`src/rtl/nbody_pkg.sv`:
```
// Shared types and pipeline latencies for the n-body scheduler, datapath and bench.
package nbody_pkg;
  localparam int BODY_ADDR_WIDTH = 9;
  localparam int GAP_WIDTH       = 32;
  localparam int LATENCY         = 122;
  localparam int UPD_LATENCY     = 31;
  localparam int CNT_WIDTH       = 8;

  typedef logic [BODY_ADDR_WIDTH-1:0] body_idx_t;
  typedef logic [BODY_ADDR_WIDTH:0]   body_cnt_t;
  typedef logic [GAP_WIDTH-1:0]       step_t;

  typedef enum logic [2:0] {
    IDLE,
    ISSUE,
    DRAIN,
    UPDATE,
    UDRAIN,
    STEP_END
  } sched_state_t;

  function automatic body_cnt_t widen(input body_idx_t x);
    return {1'b0, x};
  endfunction
endpackage

```
`src/rtl/nbody_sched_if.sv`:
```
// Register-decode and datapath-facing signals of the n-body scheduler.
interface nbody_sched_if;
  import nbody_pkg::*;

  logic      go;
  body_cnt_t n_bodies;
  step_t     gap;
  logic      busy;
  logic      done;
  logic      issue_valid;
  body_idx_t issue_i;
  body_idx_t issue_j;
  logic      issue_first;
  logic      issue_last;
  logic      upd_valid;
  body_idx_t upd_idx;
  logic      buf_sel;
  step_t     step_count;

  modport master (
    output go, n_bodies, gap,
    input  busy, done, issue_valid, issue_i, issue_j, issue_first, issue_last,
    input  upd_valid, upd_idx, buf_sel, step_count
  );

  modport slave (
    input  go, n_bodies, gap,
    output busy, done, issue_valid, issue_i, issue_j, issue_first, issue_last,
    output upd_valid, upd_idx, buf_sel, step_count
  );
endinterface

```
`src/rtl/nbody_pair_gen.sv`:
```
// Nested i/j pair counter over all ordered pairs with i != j, one pair per advance.
module nbody_pair_gen
  import nbody_pkg::*;
(
  input  logic      clk,
  input  logic      rst,
  input  logic      start,
  input  logic      advance,
  input  body_cnt_t n,
  output logic      valid,
  output body_idx_t i,
  output body_idx_t j,
  output logic      first,
  output logic      last,
  output logic      final_pair
);
  body_cnt_t n_m1;
  body_cnt_t last_j;
  logic      i_is_top;

  // The top row skips the diagonal at its end, so its last source is n-2.
  always_comb begin
    n_m1       = n - body_cnt_t'(1);
    i_is_top   = (widen(i) == n_m1);
    last_j     = i_is_top ? (n - body_cnt_t'(2)) : n_m1;
    first      = (j == ((i == '0) ? body_idx_t'(1) : body_idx_t'(0)));
    last       = (widen(j) == last_j);
    final_pair = valid && last && i_is_top;
  end

  always_ff @(posedge clk or posedge rst) begin
    if (rst) begin
      valid <= 1'b0;
      i     <= '0;
      j     <= '0;
    end else if (start) begin
      valid <= (n >= body_cnt_t'(2));
      i     <= '0;
      j     <= body_idx_t'(1);
    end else if (advance && valid) begin
      if (last) begin
        if (i_is_top) begin
          valid <= 1'b0;
        end else begin
          i <= i + body_idx_t'(1);
          j <= '0;
        end
      end else if ((j + body_idx_t'(1)) == i) begin
        j <= j + body_idx_t'(2);
      end else begin
        j <= j + body_idx_t'(1);
      end
    end
  end
endmodule

```
`src/rtl/nbody_sched.sv`:
```
// Timestep sequencer: force-pair issue, pipeline drain, body update, buffer flip.
module nbody_sched
  import nbody_pkg::*;
(
  input logic          clk,
  input logic          rst,
  nbody_sched_if.slave bus
);
  sched_state_t         state, state_next;
  body_cnt_t            n_reg;
  step_t                steps_reg;
  step_t                step_count;
  logic [CNT_WIDTH-1:0] cnt;
  body_idx_t            upd_idx;
  logic                 busy, done, buf_sel, start_pend;
  logic                 accept, pair_start, pair_adv, step_done, run_done;
  logic                 upd_end, step_last;
  logic                 pg_valid, pg_first, pg_last, pg_final;
  body_idx_t            pg_i, pg_j;

  nbody_pair_gen u_pair_gen (
    .clk        (clk),
    .rst        (rst),
    .start      (pair_start),
    .advance    (pair_adv),
    .n          (n_reg),
    .valid      (pg_valid),
    .i          (pg_i),
    .j          (pg_j),
    .first      (pg_first),
    .last       (pg_last),
    .final_pair (pg_final)
  );

  assign upd_end   = (widen(upd_idx) == (n_reg - body_cnt_t'(1)));
  assign step_last = ((step_count + step_t'(1)) == steps_reg);

  always_ff @(posedge clk or posedge rst) begin
    if (rst) state <= IDLE;
    else     state <= state_next;
  end

  // An accepted go spends one cycle latching parameters before ISSUE starts.
  always_comb begin
    state_next = state;
    accept     = 1'b0;
    pair_start = 1'b0;
    pair_adv   = 1'b0;
    step_done  = 1'b0;
    run_done   = 1'b0;
    case (state)
      IDLE: begin
        if (start_pend) begin
          state_next = ISSUE;
          pair_start = 1'b1;
        end else if (bus.go) begin
          accept = 1'b1;
        end
      end
      ISSUE: begin
        pair_adv = pg_valid;
        if (!pg_valid || pg_final) state_next = DRAIN;
      end
      DRAIN:  if (cnt == CNT_WIDTH'(1)) state_next = UPDATE;
      UPDATE: if (upd_end) state_next = UDRAIN;
      UDRAIN: if (cnt == CNT_WIDTH'(1)) state_next = STEP_END;
      STEP_END: begin
        step_done = 1'b1;
        if (step_last) begin
          state_next = IDLE;
          run_done   = 1'b1;
        end else begin
          state_next = ISSUE;
          pair_start = 1'b1;
        end
      end
      default: state_next = IDLE;
    endcase
  end

  always_ff @(posedge clk or posedge rst) begin
    if (rst) begin
      n_reg      <= '0;
      steps_reg  <= '0;
      step_count <= '0;
      cnt        <= '0;
      upd_idx    <= '0;
      busy       <= 1'b0;
      done       <= 1'b0;
      buf_sel    <= 1'b0;
      start_pend <= 1'b0;
    end else begin
      if (accept) begin
        n_reg      <= bus.n_bodies;
        steps_reg  <= (bus.gap == '0) ? step_t'(1) : bus.gap;
        step_count <= '0;
        done       <= (bus.n_bodies == '0);
        busy       <= (bus.n_bodies != '0);
        start_pend <= (bus.n_bodies != '0);
      end
      if (pair_start) start_pend <= 1'b0;

      if (state != DRAIN && state_next == DRAIN)        cnt <= CNT_WIDTH'(LATENCY);
      else if (state != UDRAIN && state_next == UDRAIN) cnt <= CNT_WIDTH'(UPD_LATENCY);
      else if (cnt != '0)                               cnt <= cnt - CNT_WIDTH'(1);

      if (state != UPDATE && state_next == UPDATE) upd_idx <= '0;
      else if (state == UPDATE && !upd_end)        upd_idx <= upd_idx + body_idx_t'(1);

      if (step_done) begin
        step_count <= step_count + step_t'(1);
        buf_sel    <= ~buf_sel;
      end
      if (run_done) begin
        busy <= 1'b0;
        done <= 1'b1;
      end
    end
  end

  assign bus.busy        = busy;
  assign bus.done        = done;
  assign bus.issue_valid = (state == ISSUE) && pg_valid;
  assign bus.issue_i     = pg_i;
  assign bus.issue_j     = pg_j;
  assign bus.issue_first = (state == ISSUE) && pg_valid && pg_first;
  assign bus.issue_last  = (state == ISSUE) && pg_valid && pg_last;
  assign bus.upd_valid   = (state == UPDATE);
  assign bus.upd_idx     = upd_idx;
  assign bus.buf_sel     = buf_sel;
  assign bus.step_count  = step_count;
endmodule

```
`src/flat_wrapper.sv`:
```
// flat-port wrapper written by rule: the top's interface ports become plain ports
module nbody_sched_flat import nbody_pkg::*;
  (clk, rst, bus_go, bus_n_bodies, bus_gap, bus_busy, bus_done, bus_issue_valid, bus_issue_i, bus_issue_j, bus_issue_first, bus_issue_last, bus_upd_valid, bus_upd_idx, bus_buf_sel, bus_step_count);
  nbody_sched_if bus_i ();
  input logic clk;
  input logic rst;
  input wire logic [$bits(bus_i.go)-1:0] bus_go;
  input wire logic [$bits(bus_i.n_bodies)-1:0] bus_n_bodies;
  input wire logic [$bits(bus_i.gap)-1:0] bus_gap;
  output wire logic [$bits(bus_i.busy)-1:0] bus_busy;
  output wire logic [$bits(bus_i.done)-1:0] bus_done;
  output wire logic [$bits(bus_i.issue_valid)-1:0] bus_issue_valid;
  output wire logic [$bits(bus_i.issue_i)-1:0] bus_issue_i;
  output wire logic [$bits(bus_i.issue_j)-1:0] bus_issue_j;
  output wire logic [$bits(bus_i.issue_first)-1:0] bus_issue_first;
  output wire logic [$bits(bus_i.issue_last)-1:0] bus_issue_last;
  output wire logic [$bits(bus_i.upd_valid)-1:0] bus_upd_valid;
  output wire logic [$bits(bus_i.upd_idx)-1:0] bus_upd_idx;
  output wire logic [$bits(bus_i.buf_sel)-1:0] bus_buf_sel;
  output wire logic [$bits(bus_i.step_count)-1:0] bus_step_count;
  assign bus_i.go = bus_go;
  assign bus_i.n_bodies = bus_n_bodies;
  assign bus_i.gap = bus_gap;
  assign bus_busy = bus_i.busy;
  assign bus_done = bus_i.done;
  assign bus_issue_valid = bus_i.issue_valid;
  assign bus_issue_i = bus_i.issue_i;
  assign bus_issue_j = bus_i.issue_j;
  assign bus_issue_first = bus_i.issue_first;
  assign bus_issue_last = bus_i.issue_last;
  assign bus_upd_valid = bus_i.upd_valid;
  assign bus_upd_idx = bus_i.upd_idx;
  assign bus_buf_sel = bus_i.buf_sel;
  assign bus_step_count = bus_i.step_count;
  nbody_sched u_core (.clk(clk), .rst(rst), .bus(bus_i));
endmodule
```
`config.mk`:
```
export PLATFORM = sky130hd
export DESIGN_NAME = nbody_sched_flat
export DESIGN_NICKNAME = d
export VERILOG_FILES = /design/src/rtl/nbody_pkg.sv /design/src/rtl/nbody_sched_if.sv /design/src/rtl/nbody_pair_gen.sv /design/src/rtl/nbody_sched.sv /design/src/flat_wrapper.sv
export SDC_FILE = /design/constraint.sdc
export NUM_CORES = 1
export LEC_CHECK = 0
export ABC_AREA = 1
export CAP_MARGIN = 25
export CORE_UTILIZATION = 55
export CTS_CLUSTER_SIZE = 12
export DETAILED_ROUTE_END_ITERATION = 10
export GPL_TIMING_DRIVEN = 0
export PLACE_DENSITY = 0.9
export SYNTH_ARGS = -nofsm -noshare
export SYNTH_HDL_FRONTEND = slang
export SYNTH_SLANG_ARGS = --single-unit
```
`constraint.sdc`:
```
create_clock -name clk -period 7.3 [get_ports clk]
set_input_delay 1.46 -clock clk [delete_from_list [all_inputs] [get_ports clk]]
set_output_delay 1.46 -clock clk [all_outputs]
set_load 0.01 [all_outputs]
```
Word-level counts from Yosys, hierarchy flattened. Cells that the tools add are included.

Bits in registers: 117. Latch bits: 0. RAM bits: 0. Memory bits (read-only): 0. Input bits: 45. Output and inout port bits: 66. Logic and storage cells: 118. Memories kept: 0.

Add/sub/neg operators: 8. $mul: 0. Divide/modulo/power cells: 0. $lt $le $gt $ge: 1. Equality and inequality tests: 20. Shift operators: 0. Multiplexer cells: 45. Bitwise operators: 1. Reductions and logical operators: 30.

Operators by type and width (number): 9-bit 2-to-1 mux (11); 32-bit 2-to-1 mux (3); 32-bit by 1-bit adder with 32-bit output, second input constant (1); 32-bit equality test (1); 32-bit zero test (1); 9-bit by 10-bit equality test with 1-bit output (3); 9-bit by 1-bit adder with 9-bit output, second input constant (3); 8-bit 2-to-1 mux (3); 1-bit 2-to-1 mux (20); 3-bit one-hot mux with 6 select lines (1); 3-bit 2-to-1 mux (5); 2-bit nonzero test (7); 3-bit by 2-bit equality test with 1-bit output, second input constant (4); 10-bit by 2-bit >= comparator with 1-bit output, second input constant (1); 1-bit logical AND (10); 10-bit zero test (1); 10-bit 2-to-1 mux (1); 10-bit nonzero test (1); 10-bit by 1-bit subtractor with 10-bit output, second input constant (1); 10-bit by 2-bit subtractor with 10-bit output, second input constant (1); 9-bit by 2-bit adder with 9-bit output, second input constant (1); 3-bit equality test, second input constant (3); 9-bit by 1-bit equality test with 1-bit output (1); 9-bit equality test (1); other kinds (16) (20).

Logic depth before layout (Yosys ltp).
Depth in word-level cells: 13. Depth in mapped cells: 25. Mapped depth without buffers: 24.

Hierarchy. A second synthesis with hierarchy kept.

Cells, all modules: 1302. Area, all modules: 8752.1 sq um.

By module, submodules not included: nbody_sched (times used 1, cells an instance 888, area an instance 6208.5 sq um, sequential area each 2452.4 sq um); nbody_pair_gen (times used 1, cells an instance 414, area an instance 2543.7 sq um, sequential area each 475.5 sq um).

Worst setup path before layout. Ideal clock, no wire load.

Path kind: register to output. Start: register u_core.n_reg[0]. End: output port bus_issue_last. Arrival time: 2.453 ns. Slack: 3.387 ns. Cell stages (with the launch flop): 20. Path buffers: 1. Cells stage by stage: dfrtp_1 > inv_2 > ha_1 > nand2_2 > nor2_4 > nand2_2 > nand2_2 > nand2_2 > nand2_2 > nand2_2 > nor2_8 > nand3_4 > buf_6 > nand2_2 > nand3_2 > nand2_2 > nand3_2 > nor2_4 > nand3_4 > nor2_8.

Word-level cells in the longest chain between the ends: 5. Elaborated cells between the ends (all ways): 6.

Ends and longest elaborated chain: start: declaration (line nbody_sched.sv:10) `body_cnt_t n_reg;`; start signal: assignment (line nbody_sched.sv:94) `n_reg <= bus.n_bodies;`; 10-bit by 1-bit subtractor with 10-bit output (line nbody_pair_gen.sv:23) `n_m1 = n - body_cnt_t'(1);`; 9-bit by 10-bit equality test with 1-bit output (line nbody_pair_gen.sv:24) `i_is_top = (widen(i) == n_m1);`; 10-bit 2-to-1 mux (*) (line nbody_pair_gen.sv:25) `last_j = i_is_top ? (n - body_cnt_t'(2)) : n_m1;`; 9-bit by 10-bit equality test with 1-bit output (*) (line nbody_pair_gen.sv:27) `last = (widen(j) == last_j);`; 1-bit logical AND (*) (line nbody_sched.sv:127) `assign bus.issue_last = (state == ISSUE) && pg_valid && pg_last;`; end: declaration (line flat_wrapper.sv:16) `output wire logic [$bits(bus_i.issue_last)-1:0] bus_issue_last;`.

Every way passes the cells marked *; elsewhere a longest branch is shown, timed or not.

Final worst setup path. Same ends and word-level chain as after synthesis.

==> out/metrics.cfg <==
[run_status]
status = complete, but fails checks
failed_checks = DRC

[clocking]
cts_setup_buffers = 0
tritoncts = yes
clkLatencyLatePin_ns = 0.43
clockBufferDepth = 2
cts_resized = 0
cts_buffers = 17
clk_pin_slew_worst_paths_ns = 0.06
cts_hold_buf = 0
clockRootBuffer = clkbuf_16
cts_num_sinks = 117
htree_levels = 4

[global_route]
busiest_layer = met2
grt_util_met2_pct = 54.32
grt_max_degree = 99
grt_use_met1_pct = 48.04
grt_use_met3_pct = 7.103
grt_pass1_wl_mm = 42.55
overflow = 0
grt_util_all_layers_pct = 34.91
grt_pass1_vias = 8408
antenna_found_initial = 0

[job]
cap_violations = 0

[setup_path]
critical_path.max_fanout = 8
start_kind = flop
endpoint_kind = primary output
worst_ep_required_time_ns = 5.84
critical_path_class = flop to primary output
r2r_start = u_core.bus.step_count[0]
cp.arrival_ns = 4.13
timing.critical_path.from = u_core.n_reg[0]

[synth]
syn_nets = 1253
synth_edf_count = 0
ys.warnings.count = 0
synth_cell_types = 44
synth_top_family_by_area = simple AND/OR/NAND/NOR gates
async_reset_ff_share_pct = 100.0
synth_mux_area_share_pct = 0
synth_compound_area_share_pct = 7.246
syn_area_mm2 = 0.008323
synth_fa_ha_area_share_pct = 1.654
synth-xor-area-share_pct = 7.787
synth_seq_cells = 117
syn_avg_cell_area_um2 = 6.953
synth_ff_type = dfrtp_1
syn_inst = 1197
synth-simple-area-share_pct = 41.21
ys_seq_area_share_pct = 35.18

[final_layout]
multi_input_area_mm2 = 0.004818
final_cells = 1525
fillers = 1190
drive_gt1_share_pct = 9.098
final_cell_area_mm2 = 0.01033
register_area_mm2 = 0.002928
layout.nets = 1384
area_growth_pct = 24.11
most-common-layout-cells = nand2_1 (401), dfrtp_1 (117), nand3_1 (115)
layout_commonest_cell = nand2_1
num_antenna_cells = 0

[floorplan]
fp.coreArea_mm2 = 0.01464
die_w_um = 125.0
rows = 44
io_pins = 111
die-area_mm2 = 0.01563
start_util_pct = 56.84
die_h_um = 125.0

[drt]
wl_mm = 26.39
drt_iter0_drc = 906
remaining_drc_errors = 20
num_vias = 8899
antenna_left = 0
avgViaCountPerCell = 5.835
drtPass1Iterations = 9
wl_per_cell_um = 17.31

[place]
hpwlAfterDp_mm = 19.66
dp_cells = 1493
port_buffers = 110
gp_congestion = 0.9790
place_area_mm2 = 0.009692

[pwr]
powerDensity_mw_per_mm2 = 385.5
p_total_mw = 3.983
peakVddDrop_mv = 0.2655
leakagePower_nw = 4.721

[timing]
setup_tns_ns = 0
fin_worst_hold_slack_ns = 0.4707
worst_pin_slew_ns = 0.6635
setup_viol = 0
maxSlewViolCount = 0
hold_violations = 0
fin_crit_sh_pct = 76.52
relSlewSlack_pct = 55.77
final.setup_skew_ns = 0.01354
max_freq_mhz = 179.0
finalCriticalPeriod_ns = 5.586
rsz0062_at_grt = false

[hold_path]
hp-start = u_core.bus.buf_sel
min_path_type = flop to flop

## power by group
part	switching [mW]	internal, mW
Combinational	1.20	0.727
Sequential	0.277	0.867
Clock	0.333	0.584
## worst max-delay path: stages (launching register included)
cell	delay, ns
dfrtp_1	0.54
inv_2	0.18
ha_1	0.49
inv_1	0.15
nand2_1	0.11
nand3_1	0.09
nor2_1	0.16
nand2_1	0.06
nor2_1	0.09
nand3_1	0.15
nor2_4	0.21
nand2_1	0.10
nand2_1	0.08
nand2_1	0.05
nand2_1	0.11
nand2_1	0.10
nor2_4	0.13
nand3_4	0.15
nor2_8	0.18
clkdlybuf4s50_1	0.56
## layout make-up
class	count	share of cell area, %
clock buffer	18	4.251
tap	184	2.229
inverter	114	4.191
clock inverter	14	1.926
sequential	117	28.34
buffer	30	1.441
multi-input combinational	936	46.64
timing repair buffer	112	10.97
## synth_stat cells, types with 2 or more instances
master	n	area, um^2
a21oi_1	11	55.05
a31oi_1	2	12.51
buf_1	2	7.510
buf_2	2	10.01
buf_4	3	22.52
buf_6	3	33.78
clkbuf_1	20	75.07
dfrtp_1	117	2928
ha_1	11	137.6
inv_1	105	394.1
inv_2	9	33.78
nand2_1	401	1505
nand2_2	26	162.7
nand2_4	4	45.04
nand3_1	115	575.6
nand3_2	6	60.06
nand3_4	2	35.03
nand3b_1	8	60.06
nand4_1	23	143.9
nor2_1	103	386.6
nor2_2	7	43.79
nor2_4	11	123.9
nor2_8	2	40.04
nor3_1	20	100.1
nor4_1	15	93.84
o21ai_0	43	215.2
o21ai_1	6	30.03
o21ai_2	7	61.31
o22ai_1	23	143.9
o31ai_1	3	22.52
or2_2	2	12.51
xnor2_1	24	210.2
xor2_1	50	437.9
## cell families after synthesis
family,Yosys count
buffers and inverters,144
AO/OA/AOI/OAI,102
flip-flops,117
adder cells (fa/ha/maj),11
XOR/XNOR,74
AND/OR/NAND/NOR,749
## metrics by stage
stage / setup slack [ns] / util (%)
final: 1.714 / 70.54
after global placement: 0.9346 / 65.93
after CTS: 1.832 / 70.54
after floorplan: 2.739 / -
after global routing: 1.525 / 70.54
after detailed placement: 2.287 / 66.18
## per-layer routing
metal | vias to the layer above | part of all wire [%]
met1 | 4166 | 42
met3 | 69 | 9.7
met5 | - | 0
met4 | 0 | 3.1
met2 | 511 | 45
li1 | 4153 | -
## final timing paths
check | endpoint | slack [ns] | cells after the start
max | bus_issue_last | 1.71 | 19
min | u_core.bus.buf_sel | 0.47 | 1
max reg2reg | u_core.u_pair_gen.j[3] | 3.52 | 19
min reg2reg | u_core.bus.buf_sel | 0.47 | 1
max in group asynchronous | u_core.u_pair_gen.j[6] | 5.19 | 3
min in group asynchronous | u_core.steps_reg[12] | 1.35 | 2
Note: power is estimated with default switching activity, not from simulation.
